### src/rtl/sim_memory_model_fifo_pkg.sv
// Shared parameter checks and the pointer-width helper
// for the simulation memory model FIFO.
package sim_memory_model_fifo_pkg;

  function automatic int ptr_width(input int d_n);
    return d_n + 1;
  endfunction

  function automatic bit is_pow2(input int v);
    return (v >= 2) && ((v & (v - 1)) == 0);
  endfunction

  function automatic bit depth_ok(input int depth, input int d_n);
    return is_pow2(depth) && (d_n == $clog2(depth));
  endfunction

  function automatic bit th_ok(input int depth, input int af, input int ae);
    return (af >= 1) && (af <= depth) && (ae >= 0) && (ae <= depth - 1);
  endfunction

endpackage

### src/rtl/sim_memory_model_fifo_ram.sv
// Storage array: one synchronous write port, one asynchronous read port.
// Contents are never reset.
module sim_memory_model_fifo_ram #(
  parameter int N     = 16,
  parameter int DEPTH = 16,
  parameter int D_N   = 4
) (
  input  logic         clk_i,
  input  logic         we_i,
  input  logic [D_N-1:0] waddr_i,
  input  logic [N-1:0] wdata_i,
  input  logic [D_N-1:0] raddr_i,
  output logic [N-1:0] rdata_o
);

  logic [N-1:0] mem_q [DEPTH];

  always_ff @(posedge clk_i) begin
    if (we_i) mem_q[waddr_i] <= wdata_i;
  end

  assign rdata_o = mem_q[raddr_i];

endmodule

### src/rtl/sim_memory_model_param_fifo.sv
// Parametrised FWFT FIFO with watermarks; sticky overflow/underflow
// detection enabled by SIM_MEMORY_MODEL_FIFO_ERROR_CHECK_EN.
module sim_memory_model_param_fifo
  import sim_memory_model_fifo_pkg::*;
#(
  parameter int N         = 16,
  parameter int DEPTH     = 16,
  parameter int D_N       = 4,
  parameter int AFULL_TH  = 12,
  parameter int AEMPTY_TH = 2
) (
  input  logic         iCLOCK,
  input  logic         inRESET,
  input  logic         iREMOVE,
  output logic [D_N:0] oCOUNT,
  input  logic         iWR_EN,
  input  logic [N-1:0] iWR_DATA,
  output logic         oWR_FULL,
  output logic         oWR_ALMOST_FULL,
  input  logic         iRD_EN,
  output logic [N-1:0] oRD_DATA,
  output logic         oRD_EMPTY,
  output logic         oRD_ALMOST_EMPTY,
  output logic         oOVERFLOW,
  output logic         oUNDERFLOW
);

  localparam int PTR_W = ptr_width(D_N);
  localparam logic [PTR_W-1:0] DEPTH_C = PTR_W'(DEPTH);
  localparam logic [PTR_W-1:0] AF_C    = PTR_W'(AFULL_TH);
  localparam logic [PTR_W-1:0] AE_C    = PTR_W'(AEMPTY_TH);
  localparam logic [PTR_W-1:0] ONE_C   = PTR_W'(1);

  if (!depth_ok(DEPTH, D_N)) begin : g_bad_depth
    $fatal(1, "DEPTH must be a power of two >= 2 with D_N == clog2(DEPTH)");
  end
  if (!th_ok(DEPTH, AFULL_TH, AEMPTY_TH)) begin : g_bad_th
    $fatal(1, "AFULL_TH or AEMPTY_TH out of range");
  end

  logic [PTR_W-1:0] wr_ptr_q, wr_ptr_d;
  logic [PTR_W-1:0] rd_ptr_q, rd_ptr_d;
  logic [PTR_W-1:0] count;
  logic             push, pop;

  assign count            = wr_ptr_q - rd_ptr_q;
  assign oCOUNT           = count;
  assign oWR_FULL         = (count == DEPTH_C);
  assign oRD_EMPTY        = (count == '0);
  assign oWR_ALMOST_FULL  = (count >= AF_C);
  assign oRD_ALMOST_EMPTY = (count <= AE_C);

  // Requests are judged against this cycle's registered flags.
  assign push = iWR_EN && !oWR_FULL && !iREMOVE;
  assign pop  = iRD_EN && !oRD_EMPTY && !iREMOVE;

  always_comb begin
    wr_ptr_d = wr_ptr_q;
    rd_ptr_d = rd_ptr_q;
    if (iREMOVE) begin
      wr_ptr_d = '0;
      rd_ptr_d = '0;
    end else begin
      if (push) wr_ptr_d = wr_ptr_q + ONE_C;
      if (pop)  rd_ptr_d = rd_ptr_q + ONE_C;
    end
  end

  always_ff @(posedge iCLOCK) begin
    if (!inRESET) begin
      wr_ptr_q <= '0;
      rd_ptr_q <= '0;
    end else begin
      wr_ptr_q <= wr_ptr_d;
      rd_ptr_q <= rd_ptr_d;
    end
  end

  sim_memory_model_fifo_ram #(
    .N     (N),
    .DEPTH (DEPTH),
    .D_N   (D_N)
  ) u_ram (
    .clk_i   (iCLOCK),
    .we_i    (push && inRESET),
    .waddr_i (wr_ptr_q[D_N-1:0]),
    .wdata_i (iWR_DATA),
    .raddr_i (rd_ptr_q[D_N-1:0]),
    .rdata_o (oRD_DATA)
  );

`ifdef SIM_MEMORY_MODEL_FIFO_ERROR_CHECK_EN
  logic ovf_q, ovf_d;
  logic unf_q, unf_d;
  logic ovf_ev, unf_ev;

  assign ovf_ev = iWR_EN && oWR_FULL && !iREMOVE;
  assign unf_ev = iRD_EN && oRD_EMPTY && !iREMOVE;

  always_comb begin
    ovf_d = ovf_q | ovf_ev;
    unf_d = unf_q | unf_ev;
    if (iREMOVE) begin
      ovf_d = 1'b0;
      unf_d = 1'b0;
    end
  end

  always_ff @(posedge iCLOCK) begin
    if (!inRESET) begin
      ovf_q <= 1'b0;
      unf_q <= 1'b0;
    end else begin
      ovf_q <= ovf_d;
      unf_q <= unf_d;
      if (ovf_ev)
        $error("%0t fifo overflow wr_ptr=%0d rd_ptr=%0d",
               $time, wr_ptr_q, rd_ptr_q);
      if (unf_ev)
        $error("%0t fifo underflow wr_ptr=%0d rd_ptr=%0d",
               $time, wr_ptr_q, rd_ptr_q);
    end
  end

  assign oOVERFLOW  = ovf_q;
  assign oUNDERFLOW = unf_q;
`else
  assign oOVERFLOW  = 1'b0;
  assign oUNDERFLOW = 1'b0;
`endif

endmodule

### config.mk
export PLATFORM = sky130hd
export DESIGN_NAME = sim_memory_model_param_fifo
export DESIGN_NICKNAME = d
export VERILOG_FILES = /design/src/rtl/sim_memory_model_fifo_pkg.sv /design/src/rtl/sim_memory_model_fifo_ram.sv /design/src/rtl/sim_memory_model_param_fifo.sv
export SDC_FILE = /design/constraint.sdc
export NUM_CORES = 1
export LEC_CHECK = 0
export CAP_MARGIN = 20
export CELL_PAD_IN_SITES_DETAIL_PLACEMENT = 1
export CELL_PAD_IN_SITES_GLOBAL_PLACEMENT = 2
export CORE_UTILIZATION = 43
export CTS_CLUSTER_SIZE = 14
export DETAILED_ROUTE_END_ITERATION = 7
export GPL_TIMING_DRIVEN = 1
export PLACE_DENSITY = 0.76
export SLEW_MARGIN = 20
export SYNTH_ARGS = -nofsm -noshare
export SYNTH_HDL_FRONTEND = slang
export SYNTH_SLANG_ARGS = --single-unit
### constraint.sdc
create_clock -name iCLOCK -period 4.1 [get_ports iCLOCK]
set_clock_uncertainty 0.15 [all_clocks]
set_input_delay 0.615 -clock iCLOCK [delete_from_list [all_inputs] [get_ports iCLOCK]]
set_output_delay 0.615 -clock iCLOCK [all_outputs]
set_load 0.01 [all_outputs]
==> results of run 1 <==
[stage by stage]
step	setup TNS [ns]	setup slack, ns	utilization [%]
floorplan	-4.36	-0.0908	-
global placement	0	0.522	48.3
detailed placement	0	0.444	48.3
CTS	0	0.0502	52.3
global route	0	0.0206	52.3
finish	0	0.210	52.3
[layer usage]
metal,vias up,routed length [µm]
met5,-,0
li1,2195,-
met2,132,12100
met4,0,391
met1,2686,9590
met3,30,1310
[final timing paths]
kind                              to  cells past startpoint
setup / recovery        oRD_DATA[14]                      4
hold / removal           wr_ptr_q[4]                      2
setup reg to reg  u_ram.mem_q[0][12]                      9
hold reg to reg          wr_ptr_q[4]                      2
[worst max-delay path, delay by kind of cell, from the launching register on]
kind | cells | cell delay [ns]
mux | 2 | 1.16
buf+inv | 2 | 0.78
flops | 1 | 0.63
[flip-flops by register name, summed over array words and instances (netlist names), named ones only]
name and count:
u_ram.mem_q 256, rd_ptr_q 5, wr_ptr_q 5
[power by group]
group / total [mW] / internal (mW) / switching [mW] / leakage, nW
clock network: 2.67 / 1.65 / 1.02 / 0.480
logic: 0.304 / 0.155 / 0.150 / 1.13
registers: 3.04 / 3.03 / 0.0139 / 2.42
total: 6.01 / 4.83 / 1.18 / 4.03
[cell usage after synthesis (3+ instances only)]
cell type  instances
dfxtp_1           14
clkbuf_1           6
nor2_1             7
mux2i_1           12
nand4_1            3
edfxtp_1         256
nand2b_1           7
inv_1              7
a21oi_1            4
nor3_1             7
mux4_2            55
nand2_1           24
nor4_1             3
ha_1               9
buf_6              6
and4_1             3
buf_1              8
mux4_1            25
[cell type report]
type                    instances  share of cell area (%)
clock buffers                  35                    5.74
inverters                       8                   0.254
multi-input cells             182                    21.3
well taps                     324                    3.16
repair buffers                 72                    5.50
clock inverters                15                    1.87
flip-flops and latches        270                    62.2
[cell families after synthesis]
family	count (synthesis)	synth area share [%]
XOR/XNOR	4	0.636
other	1	0.0346
AO/OA/AOI/OAI	13	1.16
flip-flops	270	73.6
multiplexers	93	18.8
AND/OR/NAND/NOR	60	2.81
adder cells (fa/ha/maj)	10	1.22
buffers and inverters	33	1.83
[what timing repair did]
| action | in CTS | in global routing |
|---|---|---|
| endpoints found under the setup margin | 1 | 1 |
| setup buffers | 1 | 0 |
| resized for setup | 0 | 1 |
| pin swaps | 0 | 0 |
==> reports/results.ini, run 1 <==
[run_status]
outcome=completed

[worst_hold_path]
worstHoldStart=wr_ptr_q[4]
hold_path_class=reg -> reg

[placed_design]
dp_hpwl_mm=13.3
dpl-instance-area_um2=11800
gp_congestion=0.708
io_buffer_count=45
placed_cells=855

[sta]
worst-slew-pin-transition_ns=0.732
hold_slack_ns=0.351
min_period_ns=3.89
max_freq_mhz=257
finalHoldViolCount=0
final.period_utilization_pct=94.9
slew_headroom_pct=51.1
final-max-slew-violation-count=0
setup_viol_count_final=0
rsz0062_at_grt=false

[die]
pin_count=48
die_w_um=161
core.rowCount=57
initial_core_util_pct=44.1
die-area_um2=25800
die_h_um=161
fp.coreArea_um2=24500

[synthesis]
syn_area_per_cell_um2=22.4
synth_top_area_cell=edfxtp_1
syn_inst=484
synth_area_um2=10800
synth_cell_types=43
synthTopCellsByArea=edfxtp_1 (71%), mux4_2 (11%), mux4_1 (6.1%)
synth-async-reset-ratio_pct=0
synth_top_flop_cell=edfxtp_1
yosysTopAreaCellShare_pct=71.0
yosysWarnings=0
synth_enable_flop_cells=256
synth-seq-cells=270
yosysSeqAreaShare_pct=73.6

[clock_tree]
cts_tree=built
clock_latency_ns=0.53
numCtsBuffers=27
ctsLongestPathBuffers=3
htree_levels=1
cts_root_buf=clkbuf_16
ctsHoldBuffers=0
clkTransAtPathRegs_ns=0.06
clock_sinks=270

[global_routing]
grt-ovfl-total=0
antenna_found_initial=0
grt_max_degree=25
top_usage_layer=met2
grt_pass1_wl_mm=35.4
grtUsageMet2_pct=33.0
gr-usage-met1_pct=25.2
grt_pass1_vias=5541
grt_use_met3_pct=2.89
track_usage_pct=18.9

[cells_and_area]
stdcell_area_um2=12800
antenna-diode-count=0
instances_no_fill=906
final_common_cell=edfxtp_1
fin_nets=592
seq_area_um2=7970
syn2layout_area_growth_pct=18.4
drive_above_1_share_pct=26.1
final_cell_mix=edfxtp_1 (256), mux4_2 (55), clkdlybuf4s50_1 (44)
fillers=2166
multi_input_area_um2=2730

[setup_path]
start_kind=flop
critPathMaxFanout=21
crit_chain=buf_12, mux4_1, mux4_2, clkdlybuf4s50_1
r2r-start=wr_ptr_q[0]
cp_slowest_cell=mux4_1
arrival_ns=3.12
path_class=reg -> out
cp-end-kind=output port
slowest_delay_ns=0.64
critPathRequiredTime_ns=3.34
r2r_slack_ns=0.66

[power_and_ir_drop]
vdd_drop_max_mv=0.269
p_per_area_nw_per_um2=469
power_mw=6.01
power.leakage_nw=4.03

[detailed_routing]
vias=5043
routed_wl_mm=23.3
viasPerCell=5.57
drc=0
wl_per_cell_um=25.8
first_pass_iters=4
ant_nets=0
drt-initial-drc-count=367

[job]
drv.max_cap_violation_count=0

(Power assumes the default switching activity.)
==> run 2: changes to the inputs <==
SETUP_SLACK_MARGIN = 0.3   (was default)
==> run 2 against run 1 <==
Design area hardly changed. Sequential share of layout area hardly changed. Clock power is 9.7% lower. Total power is 3.9% lower. Global-route usage is 0.12 points lower. Combinational power is 8.9% higher. Flip-flop and latch count stayed put. Critical path type unchanged. Largest power group unchanged.
==> reports/results.ini, run 2 (synthesized netlist as in run 1, its figures left out) <==
[run_status]
outcome=completed

[sta]
hold_slack_ns=0.347
max_freq_mhz=273
setup_viol_count_final=0
worst-slew-pin-transition_ns=0.580
rsz0062_at_grt=false
min_period_ns=3.66
slew_headroom_pct=61.3
final-max-slew-violation-count=0
setup_tns_ns=0
finalHoldViolCount=0
final.period_utilization_pct=89.4

[worst_hold_path]
hold_path_class=reg -> reg
worstHoldStart=wr_ptr_q[0]

[cells_and_area]
largest_reg_flops=256
top_register=u_ram.mem_q
utilization_pct=52.3
reg_top3=u_ram.mem_q (256), rd_ptr_q (5), wr_ptr_q (5)
drive_above_1_share_pct=27.7
fin_nets=599
antenna-diode-count=0
final_cell_mix=edfxtp_1 (256), mux4_2 (55), clkdlybuf4s50_1 (44)
final_common_cell=edfxtp_1
syn2layout_area_growth_pct=18.5
fillers=2168

[setup_path]
start_kind=flop
arrival_ns=2.90
r2r-start=wr_ptr_q[0]
cp_slowest_cell=clkdlybuf4s50_1
startpoint=wr_ptr_q[0]
path_class=reg -> out
cp-end-kind=output port
critPathRequiredTime_ns=3.34
crit_chain=inv_1, ha_1, fa_2, nand2b_4, a21oi_4, xor2_4, inv_4, nor2_1, clkdlybuf4s50_1
slowest_delay_ns=0.54
critPathMaxFanout=7

[detailed_routing]
ant_nets=0
drt-initial-drc-count=433
wl_per_cell_um=25.7
routed_wl_mm=23.4
first_pass_iters=4
wl_met3_um=952
top_layer_used=met4
wl_met1_mm=10.1
drc=0
vias=5120
wl_met2_mm=12.1
viasPerCell=5.61

[clock_tree]
clkTransAtPathRegs_ns=0.05
cts_tree=built
htree_levels=1
ctsLongestPathBuffers=3
cts_root_buf=clkbuf_16
numCtsBuffers=28
clock_latency_ns=0.52
clock_sinks=270
ctsHoldBuffers=0

[global_routing]
grt_pass1_wl_mm=35.3
antenna_found_initial=0
grt_pass1_vias=5528
grt-ovfl-total=0
grt_max_degree=28
track_usage_pct=18.8

[placed_design]
dp_hpwl_mm=13.4
io_buffer_count=45
gp_congestion=0.723

[die]
die_h_um=161
fp.coreArea_um2=24500
die_w_um=161
pin_count=48
die-area_um2=25800
initial_core_util_pct=44.1
core.rowCount=57

[power_and_ir_drop]
vdd_drop_max_mv=0.269
power.leakage_nw=4.02
power_mw=5.77
p_per_area_nw_per_um2=450

[job]
drv.max_cap_violation_count=0

-- run 2: cell types whose count changed in the layout (fill, tap and decap cells not counted), sizes merged --
cell           before  now
clkdlybuf4s15       0    1
clkbuf             35   40
dlymetal6s2s        1    0
clkinv              7    8
bufinv              6    1
buf                27   33
inv                10    9
-- run 2: worst max-delay path, delay by kind of cell, from the launching register on --
family          cells  cell delay, ns
buf+inv             3            0.72
fa+ha+maj           2            0.62
compound gates      1            0.19
xor+xnor            1            0.21
flops               1            0.36
simple gates        2            0.28
-- run 2: power by group --
group          leakage [nW]  internal (mW)  switching (mW)  total (mW)
clock network         0.439           1.41           0.994        2.41
registers              2.42           3.03         0.00928        3.03
logic                  1.17          0.168           0.163       0.331
-- run 2: final cells by class --
class                      count  area (µm²)  share of cell area (%)
clock buffer                  40         797                    6.21
clock inverter                10        86.3                   0.673
inverter                       8        32.5                   0.253
multi-input combinational    182        2780                    21.7
sequential                   270        7980                    62.2
tap                          324         405                    3.16
timing repair buffer          78         752                    5.86
-- run 2: through the flow --
stage	cells	instance area, µm²	setup WS, ns
final	912	12800	0.435
after global placement	854	11800	0.515
after CTS	906	12800	0.309
after global routing	912	12800	0.302
after floorplan	485	10800	-0.0908
after detailed placement	854	11800	0.385
-- run 2: final timing paths --
kind | to | slack [ns] | depth (start not counted)
hold reg to reg | wr_ptr_q[0] | 0.35 | 2
hold / removal | wr_ptr_q[0] | 0.35 | 2
setup / recovery | oRD_EMPTY | 0.44 | 9
setup reg to reg | u_ram.mem_q[1][4] | 0.94 | 10
-- run 2: per-layer routing --
metal,GRT usage (%),vias up
li1,-,2211
met1,25.2,2771
met2,32.7,108
met3,2.71,30
met4,3.95,0
met5,0,-
-- run 2: what timing repair did --
action | CTS | global route
gates resized for setup | 6 | 7
setup endpoints to repair | 20 | 5
pin swaps | 2 | 2
buffers inserted | 2 | 6
cloned | 0 | 0
